**config.mk**
```make
export PLATFORM = sky130hd
export DESIGN_NAME = reg32
export DESIGN_NICKNAME = d
export VERILOG_FILES = /design/src/rtl/reg32.sv
export SDC_FILE = /design/constraint.sdc
export NUM_CORES = 1
export LEC_CHECK = 0
export BUFFER_PORTS_ARGS = -buffer_cell sky130_fd_sc_hd__buf_4
export CORE_MARGIN = 1
export CORE_UTILIZATION = 44
export CTS_CLUSTER_SIZE = 20
export DETAILED_ROUTE_END_ITERATION = 6
export PLACE_DENSITY = 0.77
export SLEW_MARGIN = 0
export SYNTH_ARGS = -nofsm -noshare
export SYNTH_HDL_FRONTEND = slang
export SYNTH_SLANG_ARGS = --single-unit
export TNS_END_PERCENT = 30
```
**constraint.sdc**
```tcl
create_clock -name clk -period 1 [get_ports clk]
set_clock_uncertainty 0.05 [all_clocks]
set_input_delay 0.05 -clock clk [delete_from_list [all_inputs] [get_ports clk]]
set_output_delay 0.05 -clock clk [all_outputs]
set_load 0.005 [all_outputs]
```
**src/rtl/reg32.sv**
```systemverilog
// reg32: WIDTH-bit load/hold register with load enable and asynchronous
// active-low reset.
//
// Parameters:
//   WIDTH       - data width of D and Q
//   RESET_VALUE - value held in the register while rst is low
// Ports:
//   clk - clock; the register updates on its rising edge
//   rst - asynchronous reset, active low (rst=0 resets)
//   D   - data to be stored
//   en  - load enable, active high, sampled at the rising edge of clk
//   Q   - stored value, driven straight from the register
module reg32 #(
  parameter int unsigned           WIDTH       = 32,
  parameter logic [WIDTH-1:0]      RESET_VALUE = '0
) (
  input  logic             clk,
  input  logic             rst,
  input  logic [WIDTH-1:0] D,
  input  logic             en,
  output logic [WIDTH-1:0] Q
);

  logic [WIDTH-1:0] q_d;
  logic [WIDTH-1:0] q_q;

  // Next value: load the whole word when enabled, otherwise hold.
  always_comb begin
    q_d = q_q;
    if (en) begin
      q_d = D;
    end
  end

  // Storage register; reset wins over a simultaneous load.
  always_ff @(posedge clk or negedge rst) begin
    if (!rst) begin
      q_q <= RESET_VALUE;
    end else begin
      q_q <= q_d;
    end
  end

  assign Q = q_q;

endmodule

```
==> flow_metrics.tcl, run 1 <==
set metrics [dict create \
    outcome "finished with violations" \
    violations "DRC" \
    cap_violations 0 \
    antenna_cells 0 \
    p_comb_share_pct 24.9 \
    met3_usage_pct 6.122 \
    clock_sinks 32 \
    worstPathCellList "buf_4" \
    grt_usage_pct 20.32 \
    start_util_pct 47.55 \
    p_sw_mw 0.7337 \
    die_w_um 57.29 \
    seq_area_um2 800.8 \
    ys_seq_area_share_pct 59.53 \
    rows 19 \
    syn_nets 103 \
    pwr-share-clk_pct 25.4 \
    drt-initial-drc-count 31 \
    met2_usage_pct 35.63 \
    grt_pass1_wl_um 4843 \
    core-area_um2 2829 \
    num-fill-cells 173 \
    htree_levels 2 \
    final_max_slew_viol_count 0 \
    cts_buffers 5 \
    place_area_um2 1848 \
    antenna_found_initial 0 \
    worstSetupPathType "flip-flop to primary output" \
    final_nets 209 \
    largest_reg_flops 32 \
    drtAntennaViolNets 0 \
    overflow 0 \
    cts-root-buf "clkbuf_4" \
    dr.pass1.iters 5 \
    arrival_ps 890 \
    drive_gt1_share_pct 62.86 \
    grt_pass1_vias 1044 \
    fin_tns_setup_ps 0 \
    holdCritPathClass "input port to async pin" \
    routed_wl_um 3157 \
    via_per_inst 4.675 \
    fp.dieH_um 57.29 \
    multi_input_area_um2 473.0 \
    slowest_stage "dfrtp_1" \
    synth_area_um2 1345 \
    final_hold_viol_count 0 \
    ys_ff_latch 32 \
    io_pins 67 \
    synth_top_area_share_pct 59.53 \
    syn_to_final_growth_pct 69.86 \
    top_usage_layer "met2" \
    pwr-share-seq_pct 49.7 \
    cts_tree "built" \
    routedWlPerCell_um 15.33 \
    endpoint_kind "primary output" \
    fin_crit_sh_pct 99.10 \
    yosysTopAreaCell "dfrtp_1" \
    critPathTopFamily "flip-flops" \
    worstMarginPinSlew_ps 386.4 \
    finalSetupViolCount 0 \
    cp.required_ps 900 \
    drc 8 \
    syn_area_per_cell_um2 19.78 \
    dp_hpwl_um 1885 \
    ir_worst_vdd_uv 787.5 \
    use_met1_pct 23.15 \
    finalCriticalPeriod_ps 991.0 \
    slew_headroom_pct 74.24 \
    die_area_um2 3282 \
    p_per_area_nw_per_um2 1330 \
    path_max_fanout 2 \
    power_mw 3.038 \
    cp-start-kind "flip-flop" \
    p_leak_nw 1.160 \
    internal_power_mw 2.305 \
    via_count 963 \
    cts_buffer_depth 2 \
    synthCells 68 \
    stdcell_area_um2 2285 \
    worst-path-buf-inv 1 \
    switching_share_pct 24.15 \
    port_buffers 66 \
    cts.clk_slew.worst_paths_ps 100 \
    clk_latency_ps 330 \
    gp_congestion 0.7326 \
    ys_types 5 \
    crit_path_max_incr_delay_ps 410 \
    grt_max_degree 33 \
    synth.area.top_cells "dfrtp_1 (60%), mux2_4 (33%), buf_12 (4.5%)" \
    yosys_warnings 0 \
    max_freq_mhz 1009 \
    rsz0062_at_grt "yes" \
]
synth_stat cells, drive strengths merged:
| master | n |
|---|---|
| dfrtp | 32 |
| mux2 | 32 |
| buf | 4 |
through the flow:
| step | setup WS, ps | hold WS [ps] | utilization (%) | instances |
|---|---|---|---|---|
| final | 9.047 | 125.0 | 80.76 | 206 |
| after global routing | -17.32 | 119.7 | 80.76 | 206 |
| after CTS | 17.01 | 128.0 | 79.17 | 204 |
| after detailed placement | 146.5 | -40.75 | 65.33 | 163 |
| after global placement | 163.3 | -49.10 | 65.33 | 163 |
| after floorplan | 201.7 | -295.6 | - | 68 |
layout by cell type, fill, tap and decap left out:
cell type and instances:
mux2_2 2, mux2_4 30, buf_4 60, buf_6 8, dlygate4sd3_1 33, clkbuf_8 1
buf_12 2, clkinv_2 2, clkbuf_4 5, dfrtp_1 32
final timing paths:
kind                              startpoint                 to  slack, ps  depth (start not counted)
setup reg to reg           Q[16]$_DFFE_PN0P_  Q[16]$_DFFE_PN0P_         30                          2
setup / recovery           Q[20]$_DFFE_PN0P_              Q[20]          9                          1
max in group asynchronous                rst  Q[29]$_DFFE_PN0P_        490                          2
hold / removal                           rst   Q[1]$_DFFE_PN0P_        120                          2
min in group clk                          en  Q[14]$_DFFE_PN0P_        130                          3
hold reg to reg            Q[27]$_DFFE_PN0P_  Q[27]$_DFFE_PN0P_        470                          1
layer usage:
layer,up-vias,part of all wire (%)
met5,-,0
met4,0,1.7
met3,8,6.8
met2,44,51
met1,466,40
li1,445,-
power groups by stage:
stage / clock [mW] / sequential (mW) / combinational, mW
after floorplan: 0 / 1.53 / 0.266
after global placement: 0 / 1.52 / 0.603
after detailed placement: 0 / 1.52 / 0.620
after CTS: 0.780 / 1.50 / 0.724
after global routing: 0.832 / 1.52 / 0.803
final: 0.773 / 1.51 / 0.755
cell families after synthesis:
group,after synthesis,share of synthesized area (%)
flip-flops,32,59.54
buffers and inverters,4,5.302
multiplexers,32,35.16
cell type report:
| cell class | count | area share [%] |
|---|---|---|
| sequential | 32 | 35.05 |
| multi-input combinational | 32 | 20.70 |
| clock inverter | 2 | 0.4381 |
| tap | 31 | 1.698 |
| timing repair buffer | 103 | 39.87 |
| clock buffer | 6 | 2.245 |
repair_timing:
action	4_1_cts	5_1_grt
setup buffers	0	2
hold endpoints to repair	64	0
gates resized for setup	0	8
hold buffers	33	0
setup endpoints to repair	0	9
No activity file was read; power rests on OpenSTA's default activity.
==> run 2: changes to the inputs <==
==> constraint.sdc (replaced) <==
create_clock -name clk -period 1 [get_ports clk]
set_clock_uncertainty 0.05 [all_clocks]
set_input_delay 0.2 -clock clk [delete_from_list [all_inputs] [get_ports clk]]
set_output_delay 0.2 -clock clk [all_outputs]
set_load 0.005 [all_outputs]
==> flow_metrics.tcl, run 2 (same netlist as run 1, synthesis figures left out) <==
set metrics [dict create \
    outcome "finished with violations" \
    violations "DRC, setup timing" \
    drt-initial-drc-count 34 \
    rsz0062_at_grt "yes" \
    worstSetupPathType "flip-flop to primary output" \
    final_cell_count_no_fill 176 \
    critPathTopFamily "flip-flops" \
    grt_max_degree 33 \
    holdWs_ps 50.10 \
    core-area_um2 2829 \
    overflow 0 \
    arrival_ps 860 \
    r2r_cells 3 \
    worstReg2RegStart "Q[25]$_DFFE_PN0P_" \
    stdcell_area_um2 2081 \
    rows 19 \
    cp-start-kind "flip-flop" \
    die_area_um2 3282 \
    drtAntennaViolNets 0 \
    slew_headroom_pct 73.47 \
    most-common-layout-cells "buf_4 (39), dfrtp_1 (32), buf_6 (32), mux2_4 (30), clkbuf_4 (5)" \
    antenna_found_initial 0 \
    finalSetupViolCount 33 \
    fin_crit_sh_pct 111.2 \
    dr.pass1.iters 6 \
    r2r-end "Q[25]$_DFFE_PN0P_" \
    clk_latency_ps 320 \
    p_comb_share_pct 23.7 \
    internal_power_mw 2.359 \
    worst-path-buf-inv 1 \
    largest_reg_flops 32 \
    cap_violations 0 \
    die_w_um 57.29 \
    drive_gt1_share_pct 77.24 \
    antenna_cells 0 \
    slowest_stage "dfrtp_1" \
    p_per_area_nw_per_um2 1465 \
    start_util_pct 47.55 \
    cts_buffer_depth 2 \
    cts_buffers 5 \
    switching_share_pct 22.59 \
    dp_cells 163 \
    via_per_inst 4.898 \
    grt_pass1_wl_um 4402 \
    worstPathCellList "buf_6" \
    whs_path_depth 2 \
    endpoint_kind "primary output" \
    rrSetupSlack_ps -80 \
    num-fill-cells 187 \
    grt_pass1_vias 958 \
    final_nets 180 \
    fp.dieH_um 57.29 \
    io_pins 67 \
    p_leak_nw 1.070 \
    drc 4 \
    crit_path_max_incr_delay_ps 410 \
    cts_tree "built" \
    final_hold_viol_count 0 \
    syn_to_final_growth_pct 54.70 \
    max_freq_mhz 899.3 \
    via_count 862 \
    layout_commonest_cell "buf_4" \
    port_buffers 66 \
    cp.required_ps 750 \
    finalCriticalPeriod_ps 1112 \
    pwr-share-clk_pct 26.2 \
    holdCritPathClass "input port to flip-flop" \
    path_max_fanout 2 \
    cts-root-buf "clkbuf_4" \
    grt_usage_pct 18.64 \
    htree_levels 2 \
    final_max_slew_viol_count 0 \
    hold_start "D[16]" \
    worstHoldEndpoint "Q[16]$_DFFE_PN0P_" \
    setup_ws_ps -112.0 \
    clock_sinks 32 \
    pwr-share-seq_pct 50.1 \
    routed_wl_um 2694 \
    dp_hpwl_um 1873 \
    gp_congestion 0.7324 \
    path_depth 1 \
    place_area_um2 1848 \
    p_sw_mw 0.6885 \
    ir_worst_vdd_uv 837.2 \
    worstMarginPinSlew_ps 398.0 \
    cts.clk_slew.worst_paths_ps 90 \
    routedWlPerCell_um 15.31 \
]
run 2: power groups by stage:
stage          combinational (mW)  sequential [mW]  clock [mW]
2_1_floorplan               0.266             1.53           0
3_3_place_gp                0.603             1.52           0
3_5_place_dp                0.618             1.52           0
4_1_cts                     0.716             1.53       0.833
5_1_grt                     0.769             1.54       0.875
6_report                    0.721             1.53       0.799
run 2: layout make-up:
type | count | area [um2] | area share (%)
repair buffers | 74 | 703.2 | 33.79
flip-flops and latches | 32 | 800.8 | 38.48
multi-input cells | 32 | 473.0 | 22.73
well taps | 31 | 38.79 | 1.864
clock buffers | 7 | 65.06 | 3.127
run 2: worst max path at each step:
stage | start | to
floorplan | en | Q[0]$_DFFE_PN0P_
global route | Q[10]$_DFFE_PN0P_ | Q[10]
detailed placement | en | Q[25]$_DFFE_PN0P_
CTS | Q[17]$_DFFE_PN0P_ | Q[17]
finish | Q[12]$_DFFE_PN0P_ | Q[12]
global placement | en | Q[1]$_DFFE_PN0P_
run 2: metrics by stage:
stage	power, mW	setup TNS, ps	worst slack (ps)	utilization [%]
after floorplan	1.791	0	82.81	-
after global placement	2.125	0	13.32	65.33
after detailed placement	2.142	-2.490	-1.142	65.33
after CTS	3.076	-3596	-124.3	73.02
after global routing	3.184	-4445	-162.6	73.55
final	3.048	-3212	-112.0	73.55
run 2: repair_timing:
item | 4_1_cts | 5_1_grt
hold buffers | 1 | 0
buffers inserted | 3 | 2
endpoints found under the setup margin | 32 | 33
endpoints found under the hold margin | 32 | 0
resized for setup | 32 | 0
run 2: routing by layer:
layer | vias to the layer above | GRT usage [%] | part of all wire [%]
li1 | 386 | - | -
met1 | 424 | 21.87 | 39
met2 | 45 | 30.25 | 50
met3 | 7 | 6.803 | 8.5
met4 | 0 | 9.408 | 2.0
met5 | - | 0 | 0
